==> src/rtl/reg_file_sb.sv <==
// rtl/reg_file_sb.sv - register file with writeback scoreboard and self-clearing init; optional REG_FILE_BYPASS_EN
module reg_file_sb #(
    parameter int N  = 32,
    parameter int AW = 5
) (
    input  logic          clk,
    input  logic          rst_n,
    input  logic [AW-1:0] rs1,
    input  logic [AW-1:0] rs2,
    input  logic          rd_en,
    input  logic [AW-1:0] rd,
    input  logic [N-1:0]  write_data,
    input  logic          reg_write,
    input  logic          busy_set,
    input  logic [AW-1:0] busy_addr,
    output logic [N-1:0]  rdata1,
    output logic [N-1:0]  rdata2,
    output logic          busy1,
    output logic          busy2,
    output logic          ready
);

    localparam int DEPTH = 2**AW;
    localparam logic [AW-1:0] LAST = AW'(DEPTH - 1);

    typedef enum logic {CLEAR, READY} state_t;

    state_t          state_q, state_d;
    logic [AW-1:0]   clr_cnt_q, clr_cnt_d;
    logic [N-1:0]    mem_q [DEPTH];
    logic [DEPTH-1:0] busy_q, busy_d;
    logic [N-1:0]    rdata1_q, rdata1_d, rdata2_q, rdata2_d;
    logic            wr_en;
    logic            mem_we;
    logic [AW-1:0]   mem_waddr;
    logic [N-1:0]    mem_wdata;
    logic [N-1:0]    rval1, rval2;

    assign ready  = (state_q == READY);
    assign wr_en  = ready && reg_write && (rd != '0);
    assign rdata1 = rdata1_q;
    assign rdata2 = rdata2_q;
    assign busy1  = ready && (rs1 != '0) && busy_q[rs1];
    assign busy2  = ready && (rs2 != '0) && busy_q[rs2];

    // Control state: clear walker position and FSM state
    always_ff @(posedge clk) begin
        if (!rst_n) begin
            state_q   <= CLEAR;
            clr_cnt_q <= '0;
        end else begin
            state_q   <= state_d;
            clr_cnt_q <= clr_cnt_d;
        end
    end

    // Next state: walk every entry once, then park in READY without wrapping the counter
    always_comb begin
        state_d   = state_q;
        clr_cnt_d = clr_cnt_q;
        case (state_q)
            CLEAR: begin
                if (clr_cnt_q == LAST) state_d = READY;
                else                   clr_cnt_d = clr_cnt_q + 1'b1;
            end
            READY:   state_d = READY;
            default: state_d = CLEAR;
        endcase
    end

    // Single write port shared by the clear walker and normal writes
    always_comb begin
        mem_we    = 1'b0;
        mem_waddr = rd;
        mem_wdata = write_data;
        if (state_q == CLEAR) begin
            mem_we    = 1'b1;
            mem_waddr = clr_cnt_q;
            mem_wdata = '0;
        end else if (wr_en) begin
            mem_we = 1'b1;
        end
    end

    // Storage array has no reset; the clear walk is its only initialisation
    always_ff @(posedge clk) begin
        if (rst_n && mem_we) mem_q[mem_waddr] <= mem_wdata;
    end

    // Read values: entry 0 is hardwired zero, optional write-to-read forwarding
    always_comb begin
        rval1 = (rs1 == '0) ? '0 : mem_q[rs1];
        rval2 = (rs2 == '0) ? '0 : mem_q[rs2];
`ifdef REG_FILE_BYPASS_EN
        if (wr_en && (rs1 == rd)) rval1 = write_data;
        if (wr_en && (rs2 == rd)) rval2 = write_data;
`endif
    end

    // Scoreboard and read-capture next state; a new issue wins over a same-cycle writeback
    always_comb begin
        busy_d   = busy_q;
        rdata1_d = rdata1_q;
        rdata2_d = rdata2_q;
        if (state_q == CLEAR) begin
            busy_d[clr_cnt_q] = 1'b0;
        end else begin
            if (wr_en) busy_d[rd] = 1'b0;
            if (busy_set && (busy_addr != '0)) busy_d[busy_addr] = 1'b1;
            if (rd_en) begin
                rdata1_d = rval1;
                rdata2_d = rval2;
            end
        end
    end

    // Scoreboard bits and captured read data
    always_ff @(posedge clk) begin
        if (!rst_n) begin
            busy_q   <= '0;
            rdata1_q <= '0;
            rdata2_q <= '0;
        end else begin
            busy_q   <= busy_d;
            rdata1_q <= rdata1_d;
            rdata2_q <= rdata2_d;
        end
    end

endmodule

==> config.mk <==
export PLATFORM = sky130hd
export DESIGN_NAME = reg_file_sb
export DESIGN_NICKNAME = d
export VERILOG_FILES = /design/src/rtl/reg_file_sb.sv
export SDC_FILE = /design/constraint.sdc
export NUM_CORES = 1
export LEC_CHECK = 0
export CORE_MARGIN = 10
export CORE_UTILIZATION = 40
export CTS_BUF_LIST = sky130_fd_sc_hd__clkbuf_8
export CTS_CLUSTER_DIAMETER = 120
export DETAILED_ROUTE_END_ITERATION = 10
export HOLD_SLACK_MARGIN = 0.15
export PLACE_DENSITY = 0.58
export RECOVER_POWER = 25
export SLEW_MARGIN = 20
export SYNTH_ARGS = -nofsm -noshare
export SYNTH_HDL_FRONTEND = slang
export SYNTH_SLANG_ARGS = --single-unit
==> constraint.sdc <==
create_clock -name clk -period 5.4 [get_ports clk]
set_clock_uncertainty 0.05 [all_clocks]
set_input_delay 0.54 -clock clk [delete_from_list [all_inputs] [get_ports clk]]
set_output_delay 0.54 -clock clk [all_outputs]
set_load 0.01 [all_outputs]
## Word-level counts from Yosys, hierarchy flattened

Memory sizes are Yosys's and may differ from the RTL's.
Cells that the tools add are included.

| storage, ports and cells | value |
|---|---|
| RAM bits | 1,024 |
| bits in registers | 102 |
| logic and storage cells | 66 |
| input bits | 57 |
| memories kept | 1 |

Memory list:

| memory | words | width | read ports | clocked after Yosys merged registers in | wr ports | line | source |
|---|---|---|---|---|---|---|---|
| mem_q | 32 | 32 | 2 | 0 | 1 | 30 | `logic [N-1:0] mem_q [DEPTH];` |

| operators by class | value |
|---|---|
| muxes and demuxes | 24 |
| add/sub/neg operators | 1 |
| equal/unequal tests | 1 |
| reduce and logical (&&, ||, !) cells | 19 |
| $lt $le $gt $ge | 8 |
| bitwise logic cells | 7 |

Operator list:

| kind | count |
|---|---|
| 32-bit two-way mux | 7 |
| 32-bit bitwise AND | 2 |
| 32-bit inverter | 2 |
| 32-bit bitwise OR | 1 |
| 5-bit by 6-bit less-than comparator with 1-bit output (second input constant) | 5 |
| 5-bit nonzero test | 4 |
| 1-bit demux with 5-bit select | 3 |
| 5-bit by 1-bit greater-or-equal comparator with 1-bit output (second input constant) | 3 |
| 1-bit logical AND | 11 |
| 1-bit binary-select mux with 5-bit select | 2 |
| 5-bit zero test | 2 |
| 1-bit two-way mux | 10 |
| 5-bit by 1-bit adder with 5-bit output (second input constant) | 1 |
| 5-bit == test (second input constant) | 1 |
| 5-bit two-way mux | 1 |
| 2-bit AND reduction | 2 |
| 1-bit inverter | 2 |
| 1-bit one-hot mux with 2 select lines | 1 |

## Depth between registers and ports, before layout

| depth | value |
|---|---|
| word-level depth | 11 |
| mapped depth | 9 |

## Worst setup path after synthesis

Ideal clock, no wire load.

| timing | value |
|---|---|
| path kind | reg2reg |
| from | register state_q, in the netlist ready |
| to | memory mem_q[25][0], enable pin |
| library setup time | 0.421 ns |
| required time | 4.929 ns |
| cell stages (with the launch flop) | 8 |
| setup slack | 1.988 ns |
| period minus slack after synthesis | 3.412 ns |
| data arrival time | 2.941 ns |
| cell sequence | dfxtp_1 > clkbuf_1 > clkbuf_1 > clkbuf_1 > nand3_1 > a21oi_1 > nand2_1 > nor2_1 |

| between the ends | value |
|---|---|
| longest elaborated chain between the ends | 7 |
| elaborated cells on any way between the ends | 8 |
| classes of those cells | mux (5); reduce/logical (3) |

RTL lines:

| item | line | source |
|---|---|---|
| from (decl) | 28 | `state_t state_q, state_d;` |
| from (signal assigned) | 52 | `state_q <= state_d;` |
| 1-bit logical AND (2 in series) | 40 | `assign wr_en = ready && reg_write && (rd != '0);` |
| 1-bit two-way mux | 80 | `end else if (wr_en) begin` |
| 1-bit two-way mux | 76 | `if (state_q == CLEAR) begin` |
| 1-bit logical AND | 87 | `if (rst_n && mem_we) mem_q[mem_waddr] <= mem_wdata;` |
| 1-bit two-way mux | 87 |  |
| 1-bit two-way mux (not written as such) | 87 |  |
| to (decl) | 30 |  |

Several ways; a longest one is shown, not always the timed one.

## Final worst setup path

| timing | value |
|---|---|
| from | register state_q, in the netlist ready |
| to | output port busy1 |

| between the ends | value |
|---|---|
| longest elaborated chain between the ends | 2 |

RTL lines:

| item | line | source |
|---|---|---|
| 1-bit logical AND (2 in series) | 43 | `assign busy1 = ready && (rs1 != '0) && busy_q[rs1];` |
| to (decl) | 18 | `output logic busy1,` |

Every way passes these cells.

==> impl_results.md <==
- Layout Nets: 3,134
- Post-CTS sizing: 0
- Placer Congestion: 0.849
- Post-route ant nets: 0
- Initial Utilization: around two fifths
- Netlist cell types: approximately 50
- Max-slew violation count: between 500 and 600
- Most common cell after layout, fill and taps aside: edfxtp_1
- Clock latency on the worst-skew pair: 890 ps
- Syn_area_per_cell: about 18 um^2
- Pre-Repair DR Iteration Count: 7
- Failing checks: capacitance limit, slew limit
- Io pins: approximately 120
- FF-to-FF End: mem_q[25][6]$_DFFE_PP_
- Synth Register Bits: between 1,000 and 1,500
- Reg-to-Reg Start: ready$_SDFF_PN0_
- Fmax achieved: roughly 240 MHz
- CP Launch Type: flip-flop
- CP required: about 4800 ps
- End of the critical path: busy1
- Post-synth ARST share: 0%
- Area Overhead vs Synth: 13.9%
- Final period util: between 70% and 80%
- Cells along the critical path: buf_4 > o31ai_1 > a21oi_1 > and3_1 > clkdlybuf4s50_1
- Yosys Warn Count: 0
- Via density: approximately 6.5
- Post-Synthesis Cells: ~2,900
- Initial antenna violation count: 18
- Rows: 131
- Sequential share of the synthesized area: between 60% and 70%
- R2r setup slk: between 1500 and 2000 ps
- Layout cells sized above 1: between 20 and 30%
- Peak supply drop: about 0.00028 V
- Setup WS post-layout: 1300 ps
- Hold Slack: between 300 and 400 ps
- Die area: between 0.1 and 0.15 mm^2
- Commonest non-fill, non-tap cells in the layout: 1,024 x edfxtp_1, 400 x mux4_2, 204 x clkbuf_8
- Global-route wire length before repair: 247,000 um
- Setup bufs post-CTS: 0
- Maxcap violations: 16
- Worst Setup Path Type: reg2out
- Fin crit period: approximately 4000 ps
- Grt ovf: 0
- Leak: around 19 nW
- Clk root buf: clkbuf_8
- Setup violators final: 0
- CP Launch Point: ready$_SDFF_PN0_
- Run status: complete, but fails checks
- Buffers added on ports: 123
- Detailed Route Iter0 Violations: 3,951
- Syn nets: roughly 3,000
- Unrepaired setup endpoints after global routing: no
- Main synth FF type: edfxtp_1
- Setup TNS Final: 0 ps
- Register area: between 0.03 and 0.04 mm^2
- Routed len/inst: 35.3 um
- CP peak stage delay: roughly 790 ps
- Post-synthesis cell area: between 0.05 and 0.06 mm^2
- Largest net degree at the start of global routing: between 100 and 150
- Via count: around 32,000
- Pre-CTS setup slack: between 1000 and 1500 ps
- Final Util: a little under half
- CTS tree: yes
- Fillers: 11,000
- CTS buffer count: between 150 and 200
- Final hold violations: 0
- Hpwl dp: a little over 100,000 um
- Critical Path End Type: primary output
- H-tree levels: 4
- Clock Path Buffers: 3
- Non-Filler Instances: 4,969
- Core Region: roughly 0.13 mm^2
- Multi-input gate area: between 0.015 and 0.02 mm^2
- Worst-path clk slew: around 60 ps
- Crit path arrival time: 3510 ps
- Remaining DRCs: 0
- Slew HR: -22.0%
- Global Route Usage Sum: 23.6%
- R2R cell count: 5
- Slowest-stage cell, CP: dfxtp_4
- Hold Path Class: in2reg
- Die Height: between 300 and 400 um
- Number of global-route vias before repair: between 30,000 and 40,000
- # hold bufs at CTS: 0
- Number of synthesized flops with an enable pin: 1,024
- Die width: about 380 um
- Drt total wl: 175,000 um
- Crit Path Max Fanout: 58
- Worst Max-Slew Pin Slew: 1830 ps
- Post-Place Cells: roughly 4,600
- Total clock sinks: between 1,000 and 1,500
- Pwr dens: approximately 310 mW/mm^2
-- synthesized netlist by cell type (all sizes together) (5+ instances only) --
master | instances | area, um^2
mux2i | 136 | 1360
a22oi | 66 | 495
a32o | 64 | 641
edfxtp | 1024 | 30700
nand3b | 8 | 60.1
inv | 11 | 41.3
or3b | 9 | 78.8
mux4 | 400 | 9010
o21a | 9 | 67.6
a211o | 64 | 561
o221ai | 64 | 561
clkbuf | 128 | 480
o31ai | 5 | 37.5
a22o | 64 | 561
buf | 116 | 706
and2 | 39 | 244
nand2 | 109 | 409
nor2b | 12 | 75.1
dfxtp | 102 | 2040
a21boi | 13 | 97.6
ha | 5 | 62.6
nand3 | 73 | 365
a221oi | 64 | 567
nor3b | 6 | 50.1
mux2 | 128 | 1450
nor2 | 47 | 176
or3 | 5 | 31.3
nand2b | 8 | 50.1
a21oi | 36 | 180
nor3 | 9 | 50.1
o21ai | 56 | 280
-- final cells by class --
type	instances	share of cell area (%)
Timing Repair Buffer	215	3.63
Antenna cell	5	0.0212
Clock buffer	204	4.76
Multi-Input combinational cell	1532	30.8
Inverter	11	0.0700
Sequential cell	1126	55.6
Clock inverter	147	1.41
Tap cell	1729	3.67
-- sequential cells by signal, indices dropped and copies added (netlist names) --
register   flops
clr_cnt_q      5
ready          1
mem_q       1024
rdata1        32
rdata2        32
busy_q        32
-- worst max-delay path: cells and delay by family (launching register included) --
kind | cells | cell delay [ps]
flip-flops | 1 | 790
AND/OR/NAND/NOR | 1 | 260
AO/OA/AOI/OAI | 2 | 400
buffers and inverters | 2 | 1160
-- where the power goes --
group / switching (mW) / internal, mW
sequential: 0.0252 / 9.43
clock: 3.53 / 3.85
combinational: 0.802 / 0.547
-- how the worst min path moves through the flow --
| stage | startpoint | end | slack [ps] | depth (start not counted) |
|---|---|---|---|---|
| after global placement | rdata1[5]$_SDFFE_PN0P_ | rdata1[5]$_SDFFE_PN0P_ | 410 | 1 |
| after floorplan | busy_q[0]$_SDFF_PN0_ | busy_q[0]$_SDFF_PN0_ | 400 | 1 |
| after detailed placement | rdata1[9]$_SDFFE_PN0P_ | rdata1[9]$_SDFFE_PN0P_ | 420 | 1 |
| final | rst_n | busy_q[22]$_SDFF_PN0_ | 310 | 3 |
| after CTS | rst_n | busy_q[22]$_SDFF_PN0_ | 220 | 3 |
| after global routing | rst_n | busy_q[22]$_SDFF_PN0_ | 330 | 3 |
-- routing by layer --
metal	vias up	part of all wire [%]	global-route usage (%)
li1	12800	-	-
met1	17100	38	31.3
met2	2123	47	37.3
met3	383	11	5.34
met4	4	3.9	9.97
met5	-	0.018	0
-- through the flow --
stage               total power, mW  cell area, um^2
CTS                            18.3            59000
global placement               11.0            55200
global route                   18.7            59000
floorplan                      10.5            51800
detailed placement             11.0            55300
finish                         18.2            59000
-- cells by family after synthesis --
group / Yosys count / synth area share (%)
adder cells (fa/ha/maj): 5 / 0.121
AO/OA/AOI/OAI: 519 / 8.05
XOR/XNOR: 3 / 0.0507
buffers and inverters: 255 / 2.37
multiplexers: 664 / 22.8
flip-flops: 1126 / 63.3
AND/OR/NAND/NOR: 341 / 3.29
Note: power is estimated with default switching activity, not from simulation.
